`config.mk`:
```
export PLATFORM = sky130hd
export DESIGN_NAME = addsub_arbiter
export DESIGN_NICKNAME = d
export VERILOG_FILES = /design/src/rtl/addsub_arbiter.sv
export SDC_FILE = /design/constraint.sdc
export NUM_CORES = 1
export LEC_CHECK = 0
export ABC_CLOCK_PERIOD_IN_PS = 2900
export BUFFER_PORTS_ARGS = -buffer_cell sky130_fd_sc_hd__clkbuf_2
export CORE_AREA = 3 3 106 108
export DETAILED_ROUTE_END_ITERATION = 10
export DIE_AREA = 0 0 109 111
export PLACE_DENSITY = 0.8
export SYNTH_ARGS = -nofsm -noshare
export SYNTH_HDL_FRONTEND = slang
export SYNTH_SLANG_ARGS = --single-unit
```
`constraint.sdc`:
```
create_clock -name clk -period 2.9 [get_ports clk]
set_input_delay 0.435 -clock clk [delete_from_list [all_inputs] [get_ports clk]]
set_output_delay 0.435 -clock clk [all_outputs]
set_load 0.01 [all_outputs]
```
`src/rtl/addsub_arbiter.sv`:
```
`default_nettype none
// ============================================================================
//  Module   : addsub_arbiter
//  Purpose  : Round-robin front end sharing one combinational AdderSubtractor
//             between NREQ requesters, with a registered, tagged response.
//  Revision : 1.0  initial release
// ============================================================================
module addsub_arbiter #(
  parameter int NREQ = 2,
  parameter int IDW  = 1
) (
  input  logic                 clk,
  input  logic                 reset_n,
  input  logic [NREQ-1:0]      req_valid,
  output logic [NREQ-1:0]      req_ready,
  input  logic [32*NREQ-1:0]   req_a,
  input  logic [32*NREQ-1:0]   req_b,
  input  logic [2*NREQ-1:0]    req_op,
  output logic [31:0]          au_a,
  output logic [31:0]          au_b,
  output logic                 au_ctl0,
  output logic                 au_ctl1,
  input  logic [31:0]          au_out,
  input  logic                 au_zero,
  input  logic                 au_overflow,
  input  logic                 au_cout,
  output logic                 rsp_valid,
  input  logic                 rsp_ready,
  output logic [IDW-1:0]       rsp_id,
  output logic [31:0]          rsp_result,
  output logic                 rsp_zero,
  output logic                 rsp_overflow,
  output logic                 rsp_cout
);

  localparam logic [1:0] S_IDLE = 2'd0;
  localparam logic [1:0] S_EXEC = 2'd1;
  localparam logic [1:0] S_RESP = 2'd2;

  logic [1:0]     r_state;
  logic [1:0]     w_state_nxt;
  logic [IDW-1:0] r_ptr;
  logic [IDW-1:0] w_grant;
  logic [IDW-1:0] w_ptr_nxt;
  logic           w_found;
  logic           w_accept;
  logic [31:0]    w_sel_a;
  logic [31:0]    w_sel_b;
  logic [1:0]     w_sel_op;
  logic [31:0]    r_au_a;
  logic [31:0]    r_au_b;
  logic           r_ctl0;
  logic           r_ctl1;
  logic [IDW-1:0] r_id;
  logic [31:0]    r_result;
  logic           r_zero;
  logic           r_overflow;
  logic           r_cout;

  // Two passes: indices at or above the pointer first, then the wrapped ones.
  always_comb begin
    w_found = 1'b0;
    w_grant = '0;
    for (int i = 0; i < NREQ; i++) begin
      if (!w_found && req_valid[i] && (i >= int'(r_ptr))) begin
        w_found = 1'b1;
        w_grant = IDW'(i);
      end
    end
    for (int i = 0; i < NREQ; i++) begin
      if (!w_found && req_valid[i] && (i < int'(r_ptr))) begin
        w_found = 1'b1;
        w_grant = IDW'(i);
      end
    end
  end

  always_comb begin
    w_sel_a  = '0;
    w_sel_b  = '0;
    w_sel_op = '0;
    for (int i = 0; i < NREQ; i++) begin
      if (w_grant == IDW'(i)) begin
        w_sel_a  = req_a[32*i +: 32];
        w_sel_b  = req_b[32*i +: 32];
        w_sel_op = req_op[2*i +: 2];
      end
    end
  end

  assign w_accept  = (r_state == S_IDLE) && w_found;
  assign w_ptr_nxt = (w_grant == IDW'(NREQ-1)) ? '0 : w_grant + IDW'(1);

  always_ff @(posedge clk or negedge reset_n) begin
    if (!reset_n) begin
      r_state <= S_IDLE;
    end else begin
      r_state <= w_state_nxt;
    end
  end

  always_comb begin
    w_state_nxt = r_state;
    case (r_state)
      S_IDLE:  if (w_found) w_state_nxt = S_EXEC;
      S_EXEC:  w_state_nxt = S_RESP;
      S_RESP:  if (rsp_ready) w_state_nxt = S_IDLE;
      default: w_state_nxt = S_IDLE;
    endcase
  end

  // Grant is gated by reset so req_ready drops in the same instant reset asserts.
  always_comb begin
    req_ready = '0;
    rsp_valid = (r_state == S_RESP);
    for (int i = 0; i < NREQ; i++) begin
      req_ready[i] = reset_n && w_accept && (w_grant == IDW'(i));
    end
  end

  always_ff @(posedge clk or negedge reset_n) begin
    if (!reset_n) begin
      r_ptr      <= '0;
      r_au_a     <= '0;
      r_au_b     <= '0;
      r_ctl0     <= 1'b0;
      r_ctl1     <= 1'b0;
      r_id       <= '0;
      r_result   <= '0;
      r_zero     <= 1'b0;
      r_overflow <= 1'b0;
      r_cout     <= 1'b0;
    end else begin
      if (w_accept) begin
        r_ptr  <= w_ptr_nxt;
        r_au_a <= w_sel_a;
        r_au_b <= w_sel_b;
        r_ctl1 <= w_sel_op[1];
        // op 2'b10 is folded onto SLT so ctl1=1/ctl0=0 never reaches the unit
        r_ctl0 <= w_sel_op[0] | w_sel_op[1];
        r_id   <= w_grant;
      end
      if (r_state == S_EXEC) begin
        r_result   <= au_out;
        r_zero     <= au_zero;
        r_overflow <= au_overflow;
        r_cout     <= au_cout;
      end
    end
  end

  assign au_a         = r_au_a;
  assign au_b         = r_au_b;
  assign au_ctl0      = r_ctl0;
  assign au_ctl1      = r_ctl1;
  assign rsp_id       = r_id;
  assign rsp_result   = r_result;
  assign rsp_zero     = r_zero;
  assign rsp_overflow = r_overflow;
  assign rsp_cout     = r_cout;

endmodule
`default_nettype wire
```
==> flow_summary.yaml, run 1 <==
outcome:
  status: "finished, final reports clean"
timing:
  final_hold_viol_count: 0
  worstMarginPinSlew_ps: 876
  skew_ps: 13.2
  finalSetupViolCount: 0
  fin_crit_sh: 0.793
  rsz0062_at_grt: "false"
  slew_headroom: 0.416
  fmax_mhz: 435
  slew_viol_final: 0
  finalCriticalPeriod_ps: 2300
  setup_slack_ps: 601
  setup_tns_ps: 0
clocking:
  htreeDepth: 3
  root_buffer: "clkbuf_8"
  cts.clk_slew.worst_paths_ps: 100
  cts_hold_buf: 1
  cts_tree: "yes"
  cts_made_buffers: 9
  cts.sinks: 105
  cts-resized-gates: 0
  clkLatencyLatePin_ps: 360
  cts_setup_buffers: 0
  clk_path_buf_depth: 2
detailed_routing:
  drt_iter0_markers: 236
  dr.pass1.iters: 5
  routed_wl_um: 12600
  wire_per_inst_um: 15.9
  vias: 3935
  final_antenna_net_count: 0
  drc_errors: 0
  viasPerCell: 4.96
power_and_ir_drop:
  pwr-share-comb: 0.458
  p_leak_uw: 0.00335
  vdd_ir_drop_max_mv: 0.441
  switching_power_uw: 2570
  switching_share: 0.404
  clockPowerShare: 0.135
  p_int_uw: 3800
  power_density_nw_per_um2: 1030
  seq_power_share: 0.407
finish:
  syn2layout_area_growth_pct: 36.1
  fin_nets: 825
  design_area_um2: 6200
  diodes: 0
  final_layout_size_suffix_gt1_frac: 0.523
  final_common_cell: "clkbuf_2"
  finish.utilization: 0.601
  most-common-layout-cells: "clkbuf_2, nand2_1, dfrtp_1, a22oi_2, mux2_1"
place:
  dpl_worst_slack_ps: 941
  gp_congestion: 0.741
  portBuffers: 276
  dp_hpwl_um: 9910
  dpl-instance-area_um2: 6010
critical_path:
  cp.arrival_ps: 1860
  ff2ff_path_depth: 5
  crit_path_end_kind: "output pin"
  cp_slowest_cell: "and3_4"
  cp.depth: 4
  cp.buffers_inverters: 1
  crit_type: "reg2out"
  setup.worst_path.start_class: "flip-flop"
  crit_path_cell_trace: "nor2_4 -> and3_4 -> and2_1 -> clkbuf_2"
  slowest_delay_ps: 500
  critPathRequiredTime_ps: 2470
  cp_max_fo: 27
  critPathTopFamily: "simple AND/OR/NAND/NOR gates"
grt:
  grt_usage: 0.208
  first_global_vias: 4093
  grt_max_degree: 81
  grt_pass1_wl_um: 19800
  antenna_found_initial: 0
  overflow: 0
logic_synthesis:
  ys_warn_count: 0
  syn_avg_cell_area_um2: 11.8
  synth_seq_cells: 105
  syn_inst: 385
  synth.top_cells.by_area: "dfrtp_1, a22oi_2, nand2_1"
  syn_area_um2: 4560
  post-synth-top-area-cell: "dfrtp_1"
  synth_top_area_share: 0.576
  yosysSeqAreaShare: 0.576
  synthesis.nets: 557
  ys_types: 27
floorplan:
  core_um2: 10300
  die_width_um: 109
  start_util: 0.442
  die_h_um: 111
  io_pins: 277
  die_area_um2: 12100
  row_count: 37
min_path:
  hold_path.class: "in2reg"
  worst_hold_path.num_cells: 2
run:
  maxCapViolCount: 0
## cell families after synthesis
family | share of synthesized area
and+or+nand+nor | 0.129
DFF | 0.576
AOI/OAI and AO/OA | 0.164
muxes | 0.0865
buffers and inverters | 0.0436
## worst paths after layout
path	startpoint	to	slack [ps]
setup / recovery	r_state[1]	req_ready[1]	600
hold / removal	rsp_ready	r_state[1]	250
setup reg to reg	r_state[1]	au_b[30]	1140
hold reg to reg	au_a[0]	au_a[0]	470
max in group asynchronous	reset_n	au_b[10]	1560
min in group asynchronous	reset_n	au_a[5]	580
## final cells by class
| cell class | count | area [um2] |
|---|---|---|
| fillers | 873 | 4120 |
| flip-flops and latches | 105 | 2630 |
| multi-input cells | 253 | 1740 |
| repair buffers | 282 | 1470 |
| well taps | 136 | 170 |
| clock buffers | 11 | 151 |
| clock inverters | 5 | 36.3 |
| inverters | 2 | 7.51 |
## per-layer routing
layer / share of wire / GRT usage / wire length [um] / vias up
met5: 0 / 0 / 0 / -
met1: 0.37 / 0.230 / 4720 / 1862
met3: 0.091 / 0.0501 / 1150 / 21
met2: 0.52 / 0.374 / 6510 / 193
li1: - / - / - / 1859
met4: 0.021 / 0.0842 / 259 / 0
## synth_stat cells
library cell / n
a21o_1: 2
a21oi_1: 1
a22oi_1: 24
a22oi_2: 40
and2_1: 3
and3_4: 2
buf_2: 9
buf_4: 3
buf_6: 10
clkbuf_1: 3
dfrtp_1: 105
inv_1: 1
inv_2: 1
mux2_1: 35
nand2_1: 131
nand2b_1: 3
nand3_1: 1
nand3b_1: 1
nand4_1: 1
nor2_4: 1
o2111ai_1: 1
o211ai_1: 1
o21ai_0: 1
o21ai_1: 2
o21ai_2: 1
o221ai_1: 1
or2_2: 1
## per-stage QoR
step / hold WS, ps / cells / total power (uW)
2_1_floorplan: 139 / 385 / 4380
3_3_place_gp: 386 / 777 / 5460
3_5_place_dp: 385 / 777 / 5610
4_1_cts: 236 / 794 / 6470
5_1_grt: 246 / 794 / 6880
6_report: 252 / 794 / 6380
## flip-flops by register name, summed over array words and instances, names as in the netlist
register,flops
au_b,32
au_a,32
r_state,2
au_ctl0,1
rsp_cout,1
rsp_id,1
rsp_result,32
r_ptr,1
au_ctl1,1
rsp_zero,1
rsp_overflow,1
## power groups by stage
stage,Sequential [uW],Clock (uW),Combinational [uW]
2_1_floorplan,2920,0,1460
3_3_place_gp,2590,0,2870
3_5_place_dp,2630,0,2990
4_1_cts,2600,888,2980
5_1_grt,2700,959,3230
6_report,2600,859,2920
No activity file was read; power rests on OpenSTA's default activity.
==> run 2, diff against run 1 <==
ABC_AREA = 1   (was not set)
ABC_CLOCK_PERIOD_IN_PS = 2300   (was 2900)
CORE_AREA = not set   (was 3 3 106 108)
CORE_MARGIN = 3   (was not set)
CORE_UTILIZATION = 43   (was not set)
DIE_AREA = not set   (was 0 0 109 111)
clock period = 2.3 ns   (was 2.9 ns; I/O delays follow)
==> run 2 against run 1 <==
Compared with the run above: routed wire length increased by 4.0%; clock skew increased by 3.0 ps; worst setup slack got worse by 320 ps; hold slack got worse by 72 ps; register-to-register slack got worse by 550 ps; sequential share of layout area decreased by 0.060 points; first-iteration DRC count decreased by 14%; utilization decreased by 0.18 points; design area increased by 0.14%; count of clock-buffer cells in the layout decreased by 1; global-route usage decreased by 0.23 points.
==> flow_summary.yaml, run 2 <==
outcome:
  status: "finished, final reports clean"
power_and_ir_drop:
  p_leak_uw: 0.00339
  switching_power_uw: 3480
  p_int_uw: 4880
  seq_power_share: 0.395
  switching_share: 0.416
  pwr-share-comb: 0.479
  vdd_ir_drop_max_mv: 0.604
  clockPowerShare: 0.126
  power_density_nw_per_um2: 1350
floorplan:
  start_util: 0.443
  die_width_um: 109
  die_area_um2: 12000
  die_h_um: 109
  io_pins: 277
  row_count: 37
  core_um2: 10400
critical_path:
  setup.worst_path.start_class: "flip-flop"
  crit_type: "reg2out"
  r2r_setup_slack_ps: 590
  cp_max_fo: 24
  r2r_start: "r_ptr"
  crit_path_end: "req_ready[1]"
  crit_path_end_kind: "output pin"
  cp.arrival_ps: 1670
  critPathRequiredTime_ps: 1960
  timing.rr.end: "au_a[31]"
  ff2ff_path_depth: 8
  critPathLaunch: "r_ptr"
logic_synthesis:
  async_flop_share: 1.00
  ys_warn_count: 0
  yosys-top-cells-count: "nand2_1, nand3_1, dfrtp_1"
  ys_types: 17
  yosysMostFrequentCell: "nand2_1"
  synth_seq_cells: 105
  synth.top_cells.by_area: "dfrtp_1, nand3_1, nand2_1"
  syn_avg_cell_area_um2: 9.93
  yosysSeqAreaShare: 0.572
  synth_top_area_share: 0.572
  ys.flop_type: "dfrtp_1"
  post-synth-top-area-cell: "dfrtp_1"
  syn_inst: 463
  syn_area_um2: 4600
  synthesis.nets: 635
  synth_edf_count: 0
finish:
  finish.utilization: 0.599
  final_layout_size_suffix_gt1_frac: 0.493
  most-common-layout-cells: "clkbuf_2, nand2_1, nand3_1, dfrtp_1, mux2_2"
  fin_nets: 902
  final_common_cell: "clkbuf_2"
  syn2layout_area_growth_pct: 35.1
  diodes: 0
  nFillCells: 905
grt:
  grt_pass1_wl_um: 19300
  overflow: 0
  antenna_found_initial: 0
  grt_usage: 0.206
  first_global_vias: 4151
  grt_max_degree: 58
clocking:
  clkLatencyLatePin_ps: 370
  root_buffer: "clkbuf_8"
  cts_tree: "yes"
  cts.sinks: 105
  cts_made_buffers: 9
  htreeDepth: 3
  cts-resized-gates: 0
  clk_path_buf_depth: 2
  cts.clk_slew.worst_paths_ps: 100
run:
  maxCapViolCount: 0
detailed_routing:
  viasPerCell: 4.94
  drt_iter0_markers: 204
  wire_per_inst_um: 15.1
  drc_errors: 0
  routed_wl_um: 13100
  vias: 4300
  final_antenna_net_count: 0
  dr.pass1.iters: 4
timing:
  finalCriticalPeriod_ps: 2020
  finalSetupViolCount: 0
  fmax_mhz: 495
  fin_crit_sh: 0.878
  final_hold_viol_count: 0
  slew_headroom: 0.468
  setup_tns_ps: 0
  skew_ps: 16.3
  worstMarginPinSlew_ps: 795
  rsz0062_at_grt: "false"
  slew_viol_final: 0
place:
  dp_hpwl_um: 10100
  gp_congestion: 0.762
  portBuffers: 276
min_path:
  hold_path.class: "in2reg"
## run 2: how the worst min path moves through the flow
stage / start / endpoint / slack [ps] / cells past startpoint
CTS: req_a[18] / au_a[18] / 160 / 3
floorplan: reset_n / au_a[0] / 50 / 0
finish: req_a[16] / au_a[16] / 180 / 3
global placement: reset_n / rsp_result[20] / 140 / 1
detailed placement: reset_n / rsp_result[20] / 140 / 1
global route: req_a[18] / au_a[18] / 160 / 3
## run 2: cell type report
class | instances | area (um2) | share of cell area
Clock inverter | 6 | 52.6 | 0.00846
Clock buffer | 10 | 128 | 0.0205
Timing Repair Buffer | 287 | 1470 | 0.236
Sequential cell | 105 | 2630 | 0.423
Inverter | 9 | 33.8 | 0.00544
Tap cell | 136 | 170 | 0.0274
Multi-Input combinational cell | 318 | 1730 | 0.279
## run 2: what timing repair did
item	in CTS	in global routing
hold buffers	1	0
hold endpoints to repair	1	0
buffers inserted	0	0
## run 2: worst max-delay path, stage by stage, from the launching register on
cell	delay (ps)
dfrtp_1	340
inv_1	60
nand2_1	110
nand2_2	80
inv_2	350
nand2_1	140
nor2_1	110
clkbuf_2	150
## run 2: layer usage
layer  part of all wire  global-route usage  up-vias
met2               0.52               0.371      194
li1                   -                   -     2067
met4              0.023              0.0908        0
met5                  0                   0        -
met1               0.38               0.237     2012
met3              0.070              0.0376       27
## run 2: cells by family after synthesis
group | count (synthesis) | share of synthesized area
muxes | 35 | 0.0857
and+or+nand+nor | 280 | 0.284
DFF | 105 | 0.572
buffers and inverters | 40 | 0.0528
AOI/OAI and AO/OA | 3 | 0.00572
## run 2: power groups by stage
stage,Sequential (uW),Combinational (uW),Clock (uW)
final,3300,4000,1050
after global routing,3420,4430,1160
after CTS,3300,4060,1090
after global placement,3280,3930,0
after detailed placement,3330,4060,0
after floorplan,3710,2090,0
## run 2: per-stage QoR
step / hold slack, ps / setup slack, ps / instance area [um2] / instances / power [uW]
3_5_place_dp: 144 / 530 / 6020 / 854 / 7390
5_1_grt: 162 / 49.7 / 6210 / 871 / 9010
3_3_place_gp: 143 / 572 / 6020 / 854 / 7210
4_1_cts: 157 / 257 / 6210 / 871 / 8450
2_1_floorplan: 49.4 / 756 / 4600 / 463 / 5790
6_report: 180 / 281 / 6210 / 871 / 8360
==> run 3, diff against run 2 <==
CORE_UTILIZATION = 35   (was 43)
PLACE_DENSITY = 0.67   (was 0.8)
==> run 3 against run 2 <==
Compared with the run above: first-iteration DRC count fell by 23%; routed wire length rose by 5.9%; fmax increased by 7.7%; total power grew 5.5%; worst setup slack better by 140 ps; die area up 22%; via count grew 0.88%; utilization shrank 9.8 points; combinational power barely moved; highest routed layer is now met5.
==> flow_summary.yaml, run 3 (synthesized netlist as in run 2, its figures left out) <==
place:
  dp_hpwl_um: 10600
  gp_congestion: 0.791
  portBuffers: 276
clocking:
  cts-resized-gates: 0
  clkLatencyLatePin_ps: 340
  cts.sinks: 105
  cts_setup_buffers: 0
  htreeDepth: 3
  root_buffer: "clkbuf_16"
  cts.clk_slew.worst_paths_ps: 70
  cts_hold_buf: 0
  cts_made_buffers: 9
  clk_path_buf_depth: 2
  cts_tree: "yes"
grt:
  antenna_found_initial: 3
  overflow: 0
  first_global_vias: 4293
  grt_max_degree: 106
  grt_pass1_wl_um: 21500
  grt_usage: 0.185
finish:
  nFillCells: 1247
  final_common_cell: "clkbuf_2"
  syn2layout_area_growth_pct: 38.7
  most-common-layout-cells: "clkbuf_2, nand2_1, nand3_1, dfrtp_1, mux2_2"
  final_layout_size_suffix_gt1_frac: 0.494
  fin_nets: 900
floorplan:
  die_width_um: 121
  die_area_um2: 14500
  row_count: 41
  io_pins: 277
  die_h_um: 121
  start_util: 0.361
  core_um2: 12700
timing:
  fin_crit_sh: 0.815
  finalSetupViolCount: 0
  worstMarginPinSlew_ps: 574
  fmax_mhz: 533
  finalCriticalPeriod_ps: 1870
  skew_ps: 9.73
  setup_tns_ps: 0
  slew_viol_final: 0
  rsz0062_at_grt: "false"
  final_hold_viol_count: 0
  slew_headroom: 0.618
detailed_routing:
  drt_iter0_markers: 157
  routed_wl_um: 13900
  vias: 4338
  viasPerCell: 4.78
  wire_per_inst_um: 15.3
  dr.pass1.iters: 4
  drc_errors: 0
  final_antenna_net_count: 0
power_and_ir_drop:
  p_int_uw: 5250
  vdd_ir_drop_max_mv: 0.473
  p_total_uw: 8820
  switching_power_uw: 3560
  clockPowerShare: 0.168
  pwr-share-comb: 0.455
  seq_power_share: 0.377
  power_density_nw_per_um2: 1380
  switching_share: 0.404
  p_leak_uw: 0.00345
critical_path:
  critPathRequiredTime_ps: 1960
  ff2ff_path_depth: 6
  crit_path_end_kind: "output pin"
  cp.arrival_ps: 1530
  r2r_setup_slack_ps: 710
  cp_slowest_cell: "dfrtp_1"
  path_common_cell: "inv_1"
  r2r_start: "r_state[0]"
  cp_max_fo: 12
  crit_path_cell_trace: "inv_1 -> nand2_1 -> nand2_2 -> inv_2 -> nor2_4 -> inv_1 -> nor2_1 -> clkbuf_2"
  slowest_delay_ps: 370
  critPathTopFamily: "simple AND/OR/NAND/NOR gates"
  timing.rr.end: "au_ctl0"
  cp.buffers_inverters: 4
  crit_type: "reg2out"
  setup.worst_path.start_class: "flip-flop"
run:
  maxCapViolCount: 0
min_path:
  hold_path.class: "in2async"
outcome:
  status: "finished, final reports clean"
-- run 3: cell types whose count changed in the layout (fill, tap and decap cells not counted) --
cell	delta
buf_4	-3
clkbuf_8	-9
dlygate4sd3_1	-1
inv_8	+1
clkinv_2	+1
clkinv_4	+1
clkbuf_16	+9
diode_2	+2
buf_12	+2
clkinvlp_4	-2
clkbuf_1	-1
-- run 3: layer usage --
metal  share of wire  up-vias  GRT usage
li1                -     2071          -
met4           0.018        2     0.0644
met2            0.52      195      0.324
met3           0.076       20     0.0416
met1            0.39     2050      0.224
met5         0.00093        -          0
-- run 3: worst register-to-register path, delay by kind of cell (launching register included) --
kind	cells	cell delay [ps]
simple gates	4	610
buf+inv	2	490
flops	1	420
-- run 3: metrics by stage --
stage	hold WS [ps]	instances	utilization	worst slack (ps)	cell area (um2)
after CTS	127	905	0.501	366	6370
after floorplan	49.4	463	-	756	4600
after detailed placement	474	889	0.478	635	6080
after global routing	152	907	0.501	264	6380
after global placement	472	889	0.478	686	6080
final	95.8	907	0.501	425	6380
-- run 3: power groups by stage --
stage          Clock, uW  Combinational (uW)  Sequential, uW
2_1_floorplan          0                2090            3710
3_3_place_gp           0                3980            3310
3_5_place_dp           0                4080            3360
4_1_cts             1530                4090            3330
5_1_grt             1600                4440            3430
6_report            1480                4010            3320
-- run 3: cell type report --
cell class	instances	area [um2]	share of cell area
Inverter	9	33.8	0.00530
Tap cell	172	215	0.0337
Timing Repair Buffer	285	1480	0.232
Clock buffer	9	225	0.0353
Sequential cell	105	2630	0.412
Clock inverter	7	62.6	0.00981
Multi-Input combinational cell	318	1730	0.272
Antenna cell	2	5.00	0.000785
-- run 3: worst max path at each step --
stage / from / to / slack [ps] / depth (start not counted)
6_report: r_ptr / req_ready[0] / 430 / 8
3_5_place_dp: req_valid[0] / req_ready[1] / 640 / 7
3_3_place_gp: req_valid[0] / req_ready[1] / 690 / 7
4_1_cts: r_ptr / req_ready[1] / 370 / 7
5_1_grt: r_ptr / req_ready[1] / 260 / 7
2_1_floorplan: r_state[0] / req_ready[1] / 760 / 5
